File: config.mk
export PLATFORM = sky130hd
export DESIGN_NAME = run_monitor_flat
export DESIGN_NICKNAME = d
export VERILOG_FILES = /design/src/rtl/run_monitor_if.sv /design/src/rtl/run_monitor.sv /design/src/flat_wrapper.sv
export SDC_FILE = /design/constraint.sdc
export NUM_CORES = 1
export LEC_CHECK = 0
export ABC_CLOCK_PERIOD_IN_PS = 3850
export CORE_UTILIZATION = 30
export CTS_CLUSTER_SIZE = 10
export DETAILED_ROUTE_END_ITERATION = 16
export PLACE_DENSITY_LB_ADDON = 0.25
export RECOVER_POWER = 25
export SYNTH_ARGS = -nofsm -noshare
export SYNTH_HDL_FRONTEND = slang
export SYNTH_SLANG_ARGS = --single-unit
File: constraint.sdc
create_clock -name clk -period 3.85 [get_ports clk]
set_clock_uncertainty 0.1 [all_clocks]
set_input_delay 0.77 -clock clk [delete_from_list [all_inputs] [get_ports clk]]
set_output_delay 0.77 -clock clk [all_outputs]
set_load 0.005 [all_outputs]
File: src/rtl/run_monitor_if.sv
// run_monitor_if: processor probe, checkpoint table and run-status bundle.
// master drives pc/disp_dat/chk_*/start/clear; slave (monitor) drives status.
interface run_monitor_if #(
  parameter int WIDTH   = 32,
  parameter int ADDR_W  = 8,
  parameter int NUM_CHK = 4
);
  localparam int IDX_W = (NUM_CHK > 1) ? $clog2(NUM_CHK) : 1;

  logic [WIDTH-1:0]          pc;
  logic [WIDTH-1:0]          disp_dat;
  logic [NUM_CHK*ADDR_W-1:0] chk_pc;
  logic [NUM_CHK*WIDTH-1:0]  chk_val;
  logic                      start;
  logic                      clear;
  logic [2:0]                state;
  logic                      done;
  logic                      pass;
  logic                      fail;
  logic [1:0]                fail_code;
  logic [IDX_W-1:0]          fail_idx;
  logic [WIDTH-1:0]          got_val;
  logic [WIDTH-1:0]          cycle_cnt;

  modport master (
    output pc, disp_dat, chk_pc, chk_val, start, clear,
    input  state, done, pass, fail, fail_code, fail_idx,
    input  got_val, cycle_cnt
  );

  modport slave (
    input  pc, disp_dat, chk_pc, chk_val, start, clear,
    output state, done, pass, fail, fail_code, fail_idx,
    output got_val, cycle_cnt
  );
endinterface

File: src/rtl/run_monitor.sv
// run_monitor: walks an ordered checkpoint table against the processor PC
// and display data, reporting pass / mismatch / (optional) watchdog timeout.
// Ports: clk, reset (async active-low), bus (run_monitor_if.slave):
//   in  pc, disp_dat, chk_pc, chk_val, start, clear
//   out state, done, pass, fail, fail_code, fail_idx, got_val, cycle_cnt
// Optional: define RUN_MON_TIMEOUT_EN to enable the TIMEOUT watchdog.
module run_monitor #(
  parameter int WIDTH   = 32,
  parameter int ADDR_W  = 8,
  parameter int NUM_CHK = 4,
  parameter int TIMEOUT = 1000
) (
  input  logic          clk,
  input  logic          reset,
  run_monitor_if.slave  bus
);
  localparam int IDX_W = (NUM_CHK > 1) ? $clog2(NUM_CHK) : 1;

  typedef enum logic [2:0] {
    S_IDLE = 3'd0,
    S_RUN  = 3'd1,
    S_PASS = 3'd2,
    S_FAIL = 3'd3
  } state_t;

  if (NUM_CHK < 1 || NUM_CHK > 16 || TIMEOUT < 1 ||
      ADDR_W > WIDTH) begin : g_bad_cfg
    $error("run_monitor: bad parameters");
  end

  state_t           r_state;
  logic [IDX_W-1:0] r_idx;
  logic [WIDTH-1:0] r_cnt;
  logic [1:0]       r_code;
  logic [IDX_W-1:0] r_fidx;
  logic [WIDTH-1:0] r_got;
  logic             r_done;
  logic             r_pass;
  logic             r_fail;

  state_t           w_nxt;
  logic [IDX_W-1:0] w_idx;
  logic [WIDTH-1:0] w_cnt;
  logic [1:0]       w_code;
  logic [IDX_W-1:0] w_fidx;
  logic [WIDTH-1:0] w_got;
  logic [ADDR_W-1:0] w_cpc;
  logic [WIDTH-1:0] w_cval;
  logic             w_hit;
  logic             w_match;
  logic             w_last;

  if (ADDR_W < WIDTH) begin : g_pc_hi
    logic w_pc_unused;
    assign w_pc_unused = ^bus.pc[WIDTH-1:ADDR_W];
  end

  // Only the current checkpoint entry is ever compared.
  always_comb begin
    w_cpc  = '0;
    w_cval = '0;
    for (int i = 0; i < NUM_CHK; i++) begin
      if (r_idx == IDX_W'(i)) begin
        w_cpc  = bus.chk_pc[i*ADDR_W +: ADDR_W];
        w_cval = bus.chk_val[i*WIDTH +: WIDTH];
      end
    end
  end

  assign w_hit   = (bus.pc[ADDR_W-1:0] == w_cpc);
  assign w_match = (bus.disp_dat == w_cval);
  assign w_last  = (r_idx == IDX_W'(NUM_CHK-1));

  always_comb begin
    w_nxt  = r_state;
    w_idx  = r_idx;
    w_cnt  = r_cnt;
    w_code = r_code;
    w_fidx = r_fidx;
    w_got  = r_got;
    unique case (r_state)
      S_IDLE: begin
        if (bus.start) begin
          w_nxt  = S_RUN;
          w_idx  = '0;
          w_cnt  = '0;
          w_code = 2'd0;
          w_fidx = '0;
          w_got  = '0;
        end
      end
      S_RUN: begin
        w_cnt = (&r_cnt) ? r_cnt : r_cnt + 1'b1;
        if (w_hit) begin
          if (!w_match) begin
            w_nxt  = S_FAIL;
            w_code = 2'd1;
            w_fidx = r_idx;
            w_got  = bus.disp_dat;
          end else if (w_last) begin
            w_nxt = S_PASS;
          end else begin
            w_idx = r_idx + 1'b1;
          end
        end
`ifdef RUN_MON_TIMEOUT_EN
        // A hit in the limit cycle wins over the watchdog.
        else if (r_cnt == WIDTH'(TIMEOUT-1)) begin
          w_nxt  = S_FAIL;
          w_code = 2'd2;
          w_fidx = r_idx;
        end
`endif
      end
      S_PASS, S_FAIL: begin
        if (bus.clear) w_nxt = S_IDLE;
      end
      default: w_nxt = S_IDLE;
    endcase
  end

  always_ff @(posedge clk or negedge reset) begin
    if (!reset) begin
      r_state <= S_IDLE;
      r_idx   <= '0;
      r_cnt   <= '0;
      r_code  <= 2'd0;
      r_fidx  <= '0;
      r_got   <= '0;
      r_done  <= 1'b0;
      r_pass  <= 1'b0;
      r_fail  <= 1'b0;
    end else begin
      r_state <= w_nxt;
      r_idx   <= w_idx;
      r_cnt   <= w_cnt;
      r_code  <= w_code;
      r_fidx  <= w_fidx;
      r_got   <= w_got;
      r_done  <= (w_nxt == S_PASS) || (w_nxt == S_FAIL);
      r_pass  <= (w_nxt == S_PASS);
      r_fail  <= (w_nxt == S_FAIL);
    end
  end

  assign bus.state     = r_state;
  assign bus.done      = r_done;
  assign bus.pass      = r_pass;
  assign bus.fail      = r_fail;
  assign bus.fail_code = r_code;
  assign bus.fail_idx  = r_fidx;
  assign bus.got_val   = r_got;
  assign bus.cycle_cnt = r_cnt;
endmodule

File: src/flat_wrapper.sv
// flat-port wrapper written by rule: the top's interface ports become plain ports
module run_monitor_flat 
#(
  parameter int WIDTH   = 32,
  parameter int ADDR_W  = 8,
  parameter int NUM_CHK = 4,
  parameter int TIMEOUT = 1000
)
  (clk, reset, bus_pc, bus_disp_dat, bus_chk_pc, bus_chk_val, bus_start, bus_clear, bus_state, bus_done, bus_pass, bus_fail, bus_fail_code, bus_fail_idx, bus_got_val, bus_cycle_cnt);
  run_monitor_if #(.WIDTH(WIDTH), .ADDR_W(ADDR_W), .NUM_CHK(NUM_CHK)) bus_i ();
  input  logic clk;
  input  logic reset;
  input wire logic [$bits(bus_i.pc)-1:0] bus_pc;
  input wire logic [$bits(bus_i.disp_dat)-1:0] bus_disp_dat;
  input wire logic [$bits(bus_i.chk_pc)-1:0] bus_chk_pc;
  input wire logic [$bits(bus_i.chk_val)-1:0] bus_chk_val;
  input wire logic [$bits(bus_i.start)-1:0] bus_start;
  input wire logic [$bits(bus_i.clear)-1:0] bus_clear;
  output wire logic [$bits(bus_i.state)-1:0] bus_state;
  output wire logic [$bits(bus_i.done)-1:0] bus_done;
  output wire logic [$bits(bus_i.pass)-1:0] bus_pass;
  output wire logic [$bits(bus_i.fail)-1:0] bus_fail;
  output wire logic [$bits(bus_i.fail_code)-1:0] bus_fail_code;
  output wire logic [$bits(bus_i.fail_idx)-1:0] bus_fail_idx;
  output wire logic [$bits(bus_i.got_val)-1:0] bus_got_val;
  output wire logic [$bits(bus_i.cycle_cnt)-1:0] bus_cycle_cnt;
  assign bus_i.pc = bus_pc;
  assign bus_i.disp_dat = bus_disp_dat;
  assign bus_i.chk_pc = bus_chk_pc;
  assign bus_i.chk_val = bus_chk_val;
  assign bus_i.start = bus_start;
  assign bus_i.clear = bus_clear;
  assign bus_state = bus_i.state;
  assign bus_done = bus_i.done;
  assign bus_pass = bus_i.pass;
  assign bus_fail = bus_i.fail;
  assign bus_fail_code = bus_i.fail_code;
  assign bus_fail_idx = bus_i.fail_idx;
  assign bus_got_val = bus_i.got_val;
  assign bus_cycle_cnt = bus_i.cycle_cnt;
  run_monitor #(.WIDTH(WIDTH), .ADDR_W(ADDR_W), .NUM_CHK(NUM_CHK), .TIMEOUT(TIMEOUT)) u_core (.clk(clk), .reset(reset), .bus(bus_i));
endmodule
Word level (Yosys, flattened, before mapping). Cells that the tools add are included.

Bits in registers: 76. Output and inout bits: 74. Word-level logic and storage cells: 67.

$add $sub $neg: 2. Eq/ne operators: 16. Muxes and demuxes: 31. Reductions and logical operators: 9.

Operators with widths (count): 32-bit two-way mux (8); 32-bit one-hot mux with 2 select lines (2); 32-bit by 1-bit adder with 32-bit output, second input constant (1); 32-bit == test (1); 8-bit two-way mux (4); 32-bit AND reduction (1); 2-bit two-way mux (8); 3-bit two-way mux (5); 3-bit by 2-bit == test with 1-bit output, second input constant (4); 2-bit one-hot mux with 2 select lines (3); 3-bit one-hot mux with 3 select lines (1); 8-bit == test (1); 2-bit inequality test, second input constant (4); 5-bit AND reduction (1); 2-bit == test, second input constant (2); 2-bit by 1-bit inequality test with 1-bit output, second input constant (2); 4-bit AND reduction (1); 3-bit by 1-bit == test with 1-bit output, second input constant (1); 3-bit zero test (1); 3-bit AND reduction (1); 2-bit by 1-bit adder with 2-bit output, second input constant (1); 2-bit by 1-bit == test with 1-bit output, second input constant (1); 2-bit zero test (1); 2-bit nonzero test (1); 2 further kinds (2).

Logic depth before layout (Yosys ltp). Gate-level depths: netlist of the first run.

Depth in word-level cells: 11. Mapped depth: 15. Gate-level depth less buffers: 10.

Worst setup path after synthesis of the first run. OpenSTA, ideal clock, no wires.

Kind: reg-to-reg. Start point: register u_core.r_idx[0]. End point: register u_core.r_got[10] (netlist: u_core.bus.got_val[10]). Setup time: 79 ps. Data arrival time: 3144 ps. Required time: 3671 ps. Setup slack: 527 ps. Stages on the path, launching flop included: 14. Buffers on the path: 3. Period minus slack after synthesis: 3323 ps. Path through: dfrtp_1 > inv_1 > ha_1 > or2_1 > buf_6 > a221oi_1 > nor3_1 > xnor2_1 > or4_1 > or4_4 > o21bai_2 > buf_6 > buf_8 > mux2i_1.

Word-level cells in the longest chain between the ends: 8. Elaborated cells on any way between the ends: 17.

Ends and longest elaborated chain: from (decl) (RTL line run_monitor.sv:32) `logic [IDX_W-1:0] r_idx;`; from (signal assigned) (RTL line run_monitor.sv:135) `r_idx <= w_idx;`; 2-bit zero test (RTL line run_monitor.sv:63) `if (r_idx == IDX_W'(i)) begin`; 32-bit two-way mux / 8-bit two-way mux (equally long branches) (4 in a row) (RTL line run_monitor.sv:63); 32-bit == test / 8-bit == test (equally long branches) (RTL line run_monitor.sv:71, run_monitor.sv:70); 2-bit inequality test (no source line) / 2-bit by 1-bit inequality test with 1-bit output (equally long branches); 4-bit AND reduction (no source line) (*); to (signal assigned) (RTL line run_monitor.sv:139) `r_got <= w_got;`; to (decl) (RTL line run_monitor.sv:36) `logic [WIDTH-1:0] r_got;`.

Mark *: on every way between the ends. The rest lies on a longest branch, timed or not. A chain may end at the register's enable or synchronous reset.

Worst setup path after layout of the first run.
Start point: register u_core.r_idx[0]. End point: register u_core.r_got[4] (netlist: u_core.bus.got_val[4]).

The elaborated chain is that of the path after synthesis.

==> results.cfg, run 1 <==
[final_layout]
layout-drive-gt1-share = 0.0527
area.growth.synth_to_final_pct = 66.0
finish.instance_area_um2 = 8380
seq_area_um2 = 1880
num-fill-cells = 1557
area_used_by_multi_input_combinational_logic_um2 = 2800
final_net_count = 1082

[synth]
ys_dominant_reg_cell = dfrtp_1
synth.top_cells.by_area = dfrtp_1 (37%), mux2i_1 (7.1%), xnor2_1 (6.6%), nand2_1 (4.4%), a221oi_1 (4.2%)
synth_cell_type_count = 47
number_of_warnings_reported_in_the_yosys_synthesis_log = 0
syn-instance-count = 580
yosys.area.top_type = dfrtp_1
cell_area_after_synthesis_um2 = 5050
synth_edf_count = 0
sequential_fraction_of_the_synthesis_area = 0.372
synthDominantCellAreaShare = 0.372
syn_area_per_cell_um2 = 8.71
synth.top_cells.by_count = dfrtp_1 (75), nand2_1 (59), inv_1 (55)
ys_ff_latch = 75
synthMostInstantiatedCell = dfrtp_1
async_reset_ff_frac = 1.00

[timing]
setup-tns-final_ns = 0
maxSlewHeadroom = -0.293
fin_crit_share = 0.942
maxClockFrequency_mhz = 276
setup_viol = 0
final-hold-violation-count = 0
drv_slew = 76
unrepaired_setup_endpoints_after_global_routing = no
tightestPinTransition_ns = 1.94
fin_crit_ns = 3.63
worst_hold_slack_ns = 0.389

[critical_path]
critical_path_required_ns = 4.01
r2r_end = u_core.bus.got_val[4]
crit_path_top_delay_cell = or4_4
cp_slowest_stage_delay_ns = 0.55
crit_chain = inv_1 > ha_1 > buf_4 > nand2b_1 > nor2_1 > nor3_1 > xnor2_1 > or4_1 > or4_4 > o21bai_4 > buf_12 > mux2i_1
timing.reg2reg.setup_slack_ns = 0.22
cp.arrival_ns = 3.79
critPathMaxFanout = 15
timing.critical_path.to_type = flip-flop
crit-reg2reg-launch = u_core.r_idx[0]
reg2regPathDepth = 12
criticalPathCategory = flip-flop to flip-flop
critPathLaunchType = flip-flop

[placed_design]
post-dp-hpwl_um = 13900
placed_area_um2 = 8060
place.port_buffers = 276
place.gp.congestion = 0.825

[power]
report.power.total_uw = 2070
power.density_nw_per_um2 = 247
power.static_leakage_uw = 0.00374
vdd_ir_drop_max_mv = 0.193

[grt]
antenna_found_initial = 1
global_route.usage.total = 0.208
via_count_of_the_first_global_routing_pass = 5184
fraction_of_met2_tracks_used_by_global_routing = 0.342
grt_most_used_layer = met2
global_route_wire_length_before_repair_um = 28300
global_route.overflow_total = 0
globalRouteMet3Util = 0.0469
met1_track_utilization_from_global_routing = 0.264
pin_count_of_the_biggest_net_entering_global_routing = 76

[status]
run_status = finished, violations left
failed_checks = max-capacitance violations, max-slew violations

[detailed_routing]
postRouteWirelength_um = 17500
drt-wirelength-per-cell_um = 16.3
route.detailed.drc = 0
ant_nets = 0
initialDrtViolationCount = 200
drt_pass1_iterations = 4
avgViaCountPerCell = 4.87
route.vias.total = 5230

[floorplan]
dieWidth_um = 132
core.rowCount = 47
design.portCount = 302
initial_core_util = 0.306
coreArea_um2 = 16500
die_area_um2 = 17400
die_height_um = 132

[worst_hold_path]
min_path_cells = 2
worst_hold_startpoint = u_core.bus.fail_code[0]
timing.hold.worst_endpoint = u_core.bus.fail_code[0]
hp-class = flip-flop to flip-flop

[clock_network]
clkSlewWorstSetupHoldPaths_ns = 0.06
cts.sinks = 75
htree_levels = 3
clock_path_buffers = 2
numCtsBuffers = 9
clock_insertion_delay_worst_skew_ns = 0.35
cts_tree = built
cts_root_buffer = clkbuf_16

[job]
cap_viol_max_count = 1
[registers in the layout (all words and copies together) (netlist names)]
signal,flops
u_core.bus.fail,1
u_core.bus.fail_idx,2
u_core.bus.cycle_cnt,32
u_core.bus.got_val,32
u_core.r_idx,2
u_core.bus.done,1
u_core.bus.fail_code,1
u_core.bus.state,3
u_core.bus.pass,1
[per-stage QoR]
stage / cells / setup slack, ns / util
floorplan: 581 / 0.527 / -
global placement: 1057 / 0.135 / 0.488
detailed placement: 1057 / 0.0328 / 0.488
CTS: 1073 / 0.0154 / 0.506
global route: 1075 / 0.0112 / 0.507
finish: 1075 / 0.221 / 0.507
[layer usage]
layer	up-vias	routed length, µm
met3	30	1040
met4	0	553
met5	-	0
met1	2405	7480
li1	2601	-
met2	194	8470
[critical path: cells and delay by family (launching register included)]
family	cells	cell delay, ns
flip-flops	1	0.42
AND/OR/NAND/NOR	5	1.70
buffers and inverters	3	0.52
XOR/XNOR	1	0.09
multiplexers	1	0.21
AO/OA/AOI/OAI	1	0.27
adder cells (fa/ha/maj)	1	0.22
[cell usage in the layout, fill, tap and decap left out, types with 2 or more instances in the layout]
cell type        count
ha_1                 3
clkinvlp_4           3
a221o_1             15
conb_1               2
nand3_1             14
a221oi_2             2
nand4_1             14
nor4_1               3
mux2i_1             36
or3_1               12
xor2_1              18
a31oi_1              3
xnor2_1             38
nor2b_1              5
o21ai_0             16
buf_4               14
inv_1               55
nor2_1              52
ha_2                 2
a21oi_1             20
nand2_1             59
o31ai_1              5
clkbuf_16            9
o22ai_1             16
nor3_1               5
nand2b_1             2
clkdlybuf4s50_1    275
a221oi_1            22
a22oi_1             16
or4_1                3
dfrtp_1             75
o311a_1              2
and3_1              10
buf_12               3
and4_1               5
[kinds of logic after synthesis]
kind of cell / synth area share
flip-flops: 0.372
AND/OR/NAND/NOR: 0.181
AO/OA/AOI/OAI: 0.180
other: 0.000742
multiplexers: 0.0736
buffers and inverters: 0.0832
XOR/XNOR: 0.0971
adder cells (fa/ha/maj): 0.0124
[power by group]
| group | total, µW | internal (µW) | switching (µW) |
|---|---|---|---|
| Combinational | 389 | 262 | 127 |
| Sequential | 815 | 800 | 14.8 |
| Clock | 867 | 522 | 345 |
[timing repair]
| action | 4_1_cts | 5_1_grt |
|---|---|---|
| hold buffers | 0 | 0 |
| setup endpoints to repair | 0 | 38 |
| buffers inserted | 0 | 1 |
| gates resized for setup | 0 | 4 |
[worst max-delay path by stage]
stage | to | slack [ns] | from | cells after the start
2_1_floorplan | u_core.bus.got_val[10] | 0.53 | u_core.r_idx[0] | 13
3_3_place_gp | u_core.bus.got_val[12] | 0.14 | bus_chk_val[48] | 9
3_5_place_dp | u_core.bus.got_val[4] | 0.03 | bus_chk_val[48] | 9
4_1_cts | u_core.bus.got_val[4] | 0.02 | u_core.r_idx[0] | 11
5_1_grt | u_core.bus.got_val[31] | 0.01 | u_core.r_idx[0] | 12
6_report | u_core.bus.got_val[4] | 0.22 | u_core.r_idx[0] | 12
[area by class of cell]
class                   count  share of cell area
well taps                 220              0.0328
clock inverters             5             0.00731
inverters                  55              0.0246
clock buffers              11              0.0290
multi-input cells         415               0.333
repair buffers            293               0.349
diodes                      1            0.000299
flip-flops and latches     75               0.224
Power figures use the tool's default switching activity.
==> run 2: changes to the inputs <==
Settings changed: SETUP_SLACK_MARGIN set to 0.4.
==> results.cfg, run 2 (same netlist as run 1, synthesis figures left out) <==
[detailed_routing]
postRouteWirelength_um = 18200
drt_pass1_iterations = 4
route.vias.total = 5329
ant_nets = 0
route.detailed.drc = 0
initialDrtViolationCount = 206
drt-wirelength-per-cell_um = 16.6
avgViaCountPerCell = 4.88

[final_layout]
num-fill-cells = 1529
final_net_count = 1099
layout_commonest_cell = clkdlybuf4s50_1
mostFrequentLayoutCells = clkdlybuf4s50_1 (275), dfrtp_1 (73), nand2_1 (59)
area.growth.synth_to_final_pct = 73.4
final_core_utilization = 0.530
layout-drive-gt1-share = 0.0953

[power]
p_sw_frac = 0.236
power.density_nw_per_um2 = 237
power.sequential.fraction = 0.392
vdd_ir_drop_max_mv = 0.194
power.switching_uw = 490
power.static_leakage_uw = 0.00389
power_frac_comb = 0.191
report.power.total_uw = 2080
power.internal_uw = 1590
clock_power_share = 0.416

[grt]
via_count_of_the_first_global_routing_pass = 5335
pin_count_of_the_biggest_net_entering_global_routing = 76
antenna_found_initial = 1
global_route.overflow_total = 0
global_route_wire_length_before_repair_um = 28900
global_route.usage.total = 0.213

[critical_path]
worstPathBufferInverterCount = 3
cp_slowest_stage_delay_ns = 0.58
critPathMaxFanout = 8
reg2regPathDepth = 12
crit_path_top_delay_cell = or4_4
crit-reg2reg-launch = u_core.r_idx[0]
setup.worst_path.start = u_core.r_idx[0]
critical_path_cell_count = 12
crit_path_end = u_core.bus.got_val[28]
critical_path_required_ns = 4.02
critPathLaunchType = flip-flop
criticalPathCategory = flip-flop to flip-flop
cp.arrival_ns = 3.58
crit_chain = inv_4 > ha_2 > or2_4 > a221oi_2 > nor3_2 > xnor2_1 > or4_4 > or4_4 > o21bai_4 > buf_4 > clkbuf_16 > mux2i_1
timing.critical_path.to_type = flip-flop
cpMostUsedCell = or4_4
timing.reg2reg.setup_slack_ns = 0.44
r2r_end = u_core.bus.got_val[28]
critical-path-top-delay-family = simple AND/OR/NAND/NOR gates

[floorplan]
die_height_um = 132
core.rowCount = 47
initial_core_util = 0.306
die_area_um2 = 17400
coreArea_um2 = 16500
design.portCount = 302
dieWidth_um = 132

[timing]
fin_crit_ns = 3.41
final_critical_path_setup_slack_ns = 0.438
fin_crit_share = 0.886
setup-tns-final_ns = 0
unrepaired_setup_endpoints_after_global_routing = yes
maxSlewHeadroom = -0.289
drv_slew = 76
setup_viol = 0
final-hold-violation-count = 0
tightestPinTransition_ns = 1.93
maxClockFrequency_mhz = 293

[status]
failed_checks = max-capacitance violations, max-slew violations
run_status = finished, violations left

[clock_network]
clock_insertion_delay_worst_skew_ns = 0.35
cts_root_buffer = clkbuf_16
cts_tree = built
numCtsBuffers = 9
clkSlewWorstSetupHoldPaths_ns = 0.06
clock_path_buffers = 2
htree_levels = 3
cts_hold_buf = 0
cts.sinks = 75

[job]
cap_viol_max_count = 1

[placed_design]
place.gp.congestion = 0.825
post-dp-hpwl_um = 13900
place.port_buffers = 276
pre_cts_slack_ns = 0.0328

[worst_hold_path]
hp-class = flip-flop to flip-flop
worst_hold_startpoint = u_core.bus.fail_code[0]
run 2: cell types whose count changed in the layout (fill, tap and decap cells not counted), sizes merged:
cell,delta
clkbuf,+1
buf,+16
run 2: area by class of cell:
cell class                 instances  area [µm²]  area share
clock inverter                     5        61.3     0.00700
multi-input combinational        415        2940       0.336
inverter                          55         211      0.0241
tap                              220         275      0.0314
clock buffer                      11         243      0.0277
sequential                        75        1880       0.215
timing repair buffer             310        3140       0.359
antenna                            1        2.50    0.000286
run 2: worst register-to-register path: cells and delay by family (launching register included):
| kind | cells | cell delay, ns |
|---|---|---|
| compound gates | 2 | 0.38 |
| xor+xnor | 1 | 0.13 |
| fa+ha+maj | 1 | 0.20 |
| buf+inv | 3 | 0.40 |
| flops | 1 | 0.45 |
| mux | 1 | 0.18 |
| simple gates | 4 | 1.50 |
run 2: worst min-delay path by stage:
| stage | end | slack, ns | cells past startpoint |
|---|---|---|---|
| 3_3_place_gp | u_core.bus.fail_code[0] | 0.37 | 2 |
| 6_report | u_core.bus.fail_code[0] | 0.39 | 2 |
| 2_1_floorplan | u_core.bus.cycle_cnt[0] | 0.37 | 0 |
| 5_1_grt | u_core.bus.fail_code[0] | 0.40 | 2 |
| 3_5_place_dp | u_core.bus.fail_code[0] | 0.37 | 2 |
| 4_1_cts | u_core.bus.fail_code[0] | 0.39 | 2 |
run 2: through the flow:
stage                     hold WS [ns]  instance area, µm²  cells
final                            0.388                8760   1092
after global routing             0.396                8760   1092
after CTS                        0.389                8590   1084
after detailed placement         0.374                8060   1057
after global placement           0.374                8060   1057
after floorplan                  0.370                5050    581
run 2: repair_timing:
action,in CTS,in global routing
setup buffers,10,6
gates cloned,1,1
resized for setup,25,17
pin swaps,9,5
setup endpoints to repair,42,39
run 2: power by group through the flow:
| stage | logic (µW) | registers (µW) | clock network, µW |
|---|---|---|---|
| after floorplan | 111 | 827 | 0 |
| after global placement | 388 | 829 | 0 |
| after detailed placement | 391 | 829 | 0 |
| after CTS | 396 | 815 | 889 |
| after global routing | 434 | 816 | 923 |
| final | 397 | 815 | 865 |
run 2: layer usage:
layer  global-route usage  vias to the layer above  part of all wire
met1                0.266                     2472              0.42
met3               0.0481                       35             0.056
met5                    0                        -                 0
met4               0.0911                        0             0.034
li1                     -                     2635                 -
met2                0.354                      187              0.49
==> run 3: changes to the inputs <==
Settings changed: ABC_AREA set to 1.
==> results.cfg, run 3 <==
[clock_network]
clock_insertion_delay_worst_skew_ns = 0.34
clkSlewWorstSetupHoldPaths_ns = 0.06
cts_root_buffer = clkbuf_16
cts_hold_buf = 0
cts.sinks = 75
htree_levels = 3
cts_tree = built
numCtsBuffers = 9
clock_path_buffers = 2

[detailed_routing]
ant_nets = 0
postRouteWirelength_um = 23400
avgViaCountPerCell = 4.65
route.detailed.drc = 0
route.vias.total = 7230
drt_pass1_iterations = 5
initialDrtViolationCount = 317
drt-wirelength-per-cell_um = 15.1

[status]
run_status = finished, violations left
failed_checks = max-capacitance violations, max-slew violations

[critical_path]
crit-reg2reg-launch = u_core.r_idx[1]
critPathLaunchType = flip-flop
cp.arrival_ns = 3.25
reg2regPathDepth = 17
timing.reg2reg.setup_slack_ns = 0.72
criticalPathCategory = flip-flop to flip-flop
timing.critical_path.to_type = flip-flop
r2r_end = u_core.bus.got_val[1]
critPathMaxFanout = 48
critical_path_required_ns = 3.98

[final_layout]
num-fill-cells = 2160
seq_area_um2 = 1880
finish.instance_area_um2 = 9630
area_used_by_multi_input_combinational_logic_um2 = 3860
mostFrequentLayoutCells = nand2_1 (385), clkdlybuf4s50_1 (275), nor2_1 (97)
layout-drive-gt1-share = 0.0812
layout_commonest_cell = nand2_1
final_net_count = 1509
area.growth.synth_to_final_pct = 51.2

[synth]
cell_area_after_synthesis_um2 = 6370
synthMostInstantiatedCell = nand2_1
async_reset_ff_frac = 1.00
synth_cell_type_count = 35
syn-instance-count = 1022
synth.top_cells.by_area = dfrtp_1 (29%), nand2_1 (23%), nand3_1 (7.3%), nor2_1 (5.8%), inv_1 (5.7%)
ys_dominant_reg_cell = dfrtp_1
synthDominantCellAreaShare = 0.295
ys_ff_latch = 75
yosys.area.top_type = dfrtp_1
sequential_fraction_of_the_synthesis_area = 0.295
syn_area_per_cell_um2 = 6.23
number_of_warnings_reported_in_the_yosys_synthesis_log = 0
synth_edf_count = 0
synth.top_cells.by_count = nand2_1 (386), nor2_1 (98), inv_1 (96)

[timing]
final_critical_path_setup_slack_ns = 0.723
setup-tns-final_ns = 0
unrepaired_setup_endpoints_after_global_routing = no
maxSlewHeadroom = -0.243
maxClockFrequency_mhz = 320
final-hold-violation-count = 0
drv_slew = 76
fin_crit_share = 0.812
fin_crit_ns = 3.13
setup_viol = 0
tightestPinTransition_ns = 1.86

[grt]
via_count_of_the_first_global_routing_pass = 6766
pin_count_of_the_biggest_net_entering_global_routing = 76
antenna_found_initial = 3
global_route_wire_length_before_repair_um = 35700
global_route.overflow_total = 0
global_route.usage.total = 0.213

[placed_design]
place.gp.congestion = 0.928
placed_area_um2 = 9290
pre_cts_slack_ns = 0.548
place.port_buffers = 276
post-dp-hpwl_um = 19000

[power]
vdd_ir_drop_max_mv = 0.199
power.static_leakage_uw = 0.00455
power.density_nw_per_um2 = 274
report.power.total_uw = 2640

[job]
cap_viol_max_count = 1

[floorplan]
core.rowCount = 52
design.portCount = 302
die_area_um2 = 21800
dieWidth_um = 148
coreArea_um2 = 20500
die_height_um = 148
initial_core_util = 0.311

[worst_hold_path]
min_path_cells = 2
hp-class = flip-flop to flip-flop
timing.hold.worst_endpoint = u_core.bus.fail_code[0]
worst_hold_startpoint = u_core.bus.fail_code[0]
## run 3: worst max-delay path by stage
stage                                        end            start  slack, ns  depth (start not counted)
after floorplan           u_core.bus.got_val[19]  u_core.r_idx[0]       1.41                         20
after global placement     u_core.bus.got_val[2]  u_core.r_idx[0]       0.56                         18
after detailed placement   u_core.bus.got_val[2]  u_core.r_idx[0]       0.55                         18
after CTS                 u_core.bus.got_val[26]  u_core.r_idx[0]       0.54                         18
after global routing             u_core.bus.fail  u_core.r_idx[1]       0.40                         17
final                      u_core.bus.got_val[1]  u_core.r_idx[1]       0.72                         17
## run 3: metal layers
metal / vias up / track usage / routed length (µm)
li1: 3781 / - / -
met1: 3172 / 0.263 / 9740
met2: 251 / 0.380 / 11700
met3: 26 / 0.0346 / 1430
met4: 0 / 0.0644 / 501
met5: - / 0 / 0
## run 3: cell type report
type	count	area share
clock inverters	6	0.00923
well taps	270	0.0351
inverters	101	0.0396
clock buffers	10	0.0238
diodes	3	0.000780
repair buffers	285	0.296
multi-input cells	804	0.401
flip-flops and latches	75	0.195
## run 3: through the flow
| step | utilization | hold slack [ns] | cells |
|---|---|---|---|
| 5_1_grt | 0.470 | 0.410 | 1554 |
| 6_report | 0.470 | 0.382 | 1554 |
| 3_3_place_gp | 0.453 | 0.370 | 1535 |
| 3_5_place_dp | 0.453 | 0.371 | 1535 |
| 4_1_cts | 0.469 | 0.388 | 1551 |
| 2_1_floorplan | - | 0.373 | 1023 |
## run 3: logic make-up after synthesis
group / count (synthesis) / synth area share
simple gates: 669 / 0.467
buf+inv: 144 / 0.102
compound gates: 126 / 0.123
flops: 75 / 0.295
fa+ha+maj: 5 / 0.00983
xor+xnor: 2 / 0.00275
other cells: 1 / 0.000589
## run 3: critical path, stage by stage, from the launching register on
cell,delay [ns]
dfrtp_1,0.41
inv_1,0.12
ha_1,0.25
inv_2,0.39
nand2_1,0.10
nand3_1,0.10
nand2_1,0.11
nand3_1,0.09
nand2_1,0.06
nor2_1,0.18
nand2_1,0.08
nor2_1,0.10
nand2_1,0.14
o21ai_4,0.21
buf_12,0.31
inv_2,0.12
nand2_1,0.07
nand2_1,0.05
## run 3: power by group
group	switching [µW]	internal, µW	leakage, µW
combinational	500	410	0.00336
clock	339	569	0.000149
sequential	18.5	805	0.00104
## run 3: what timing repair did
item | CTS | global route
resized for setup | 0 | 5
buffers inserted | 0 | 0
endpoints found under the setup margin | 0 | 38
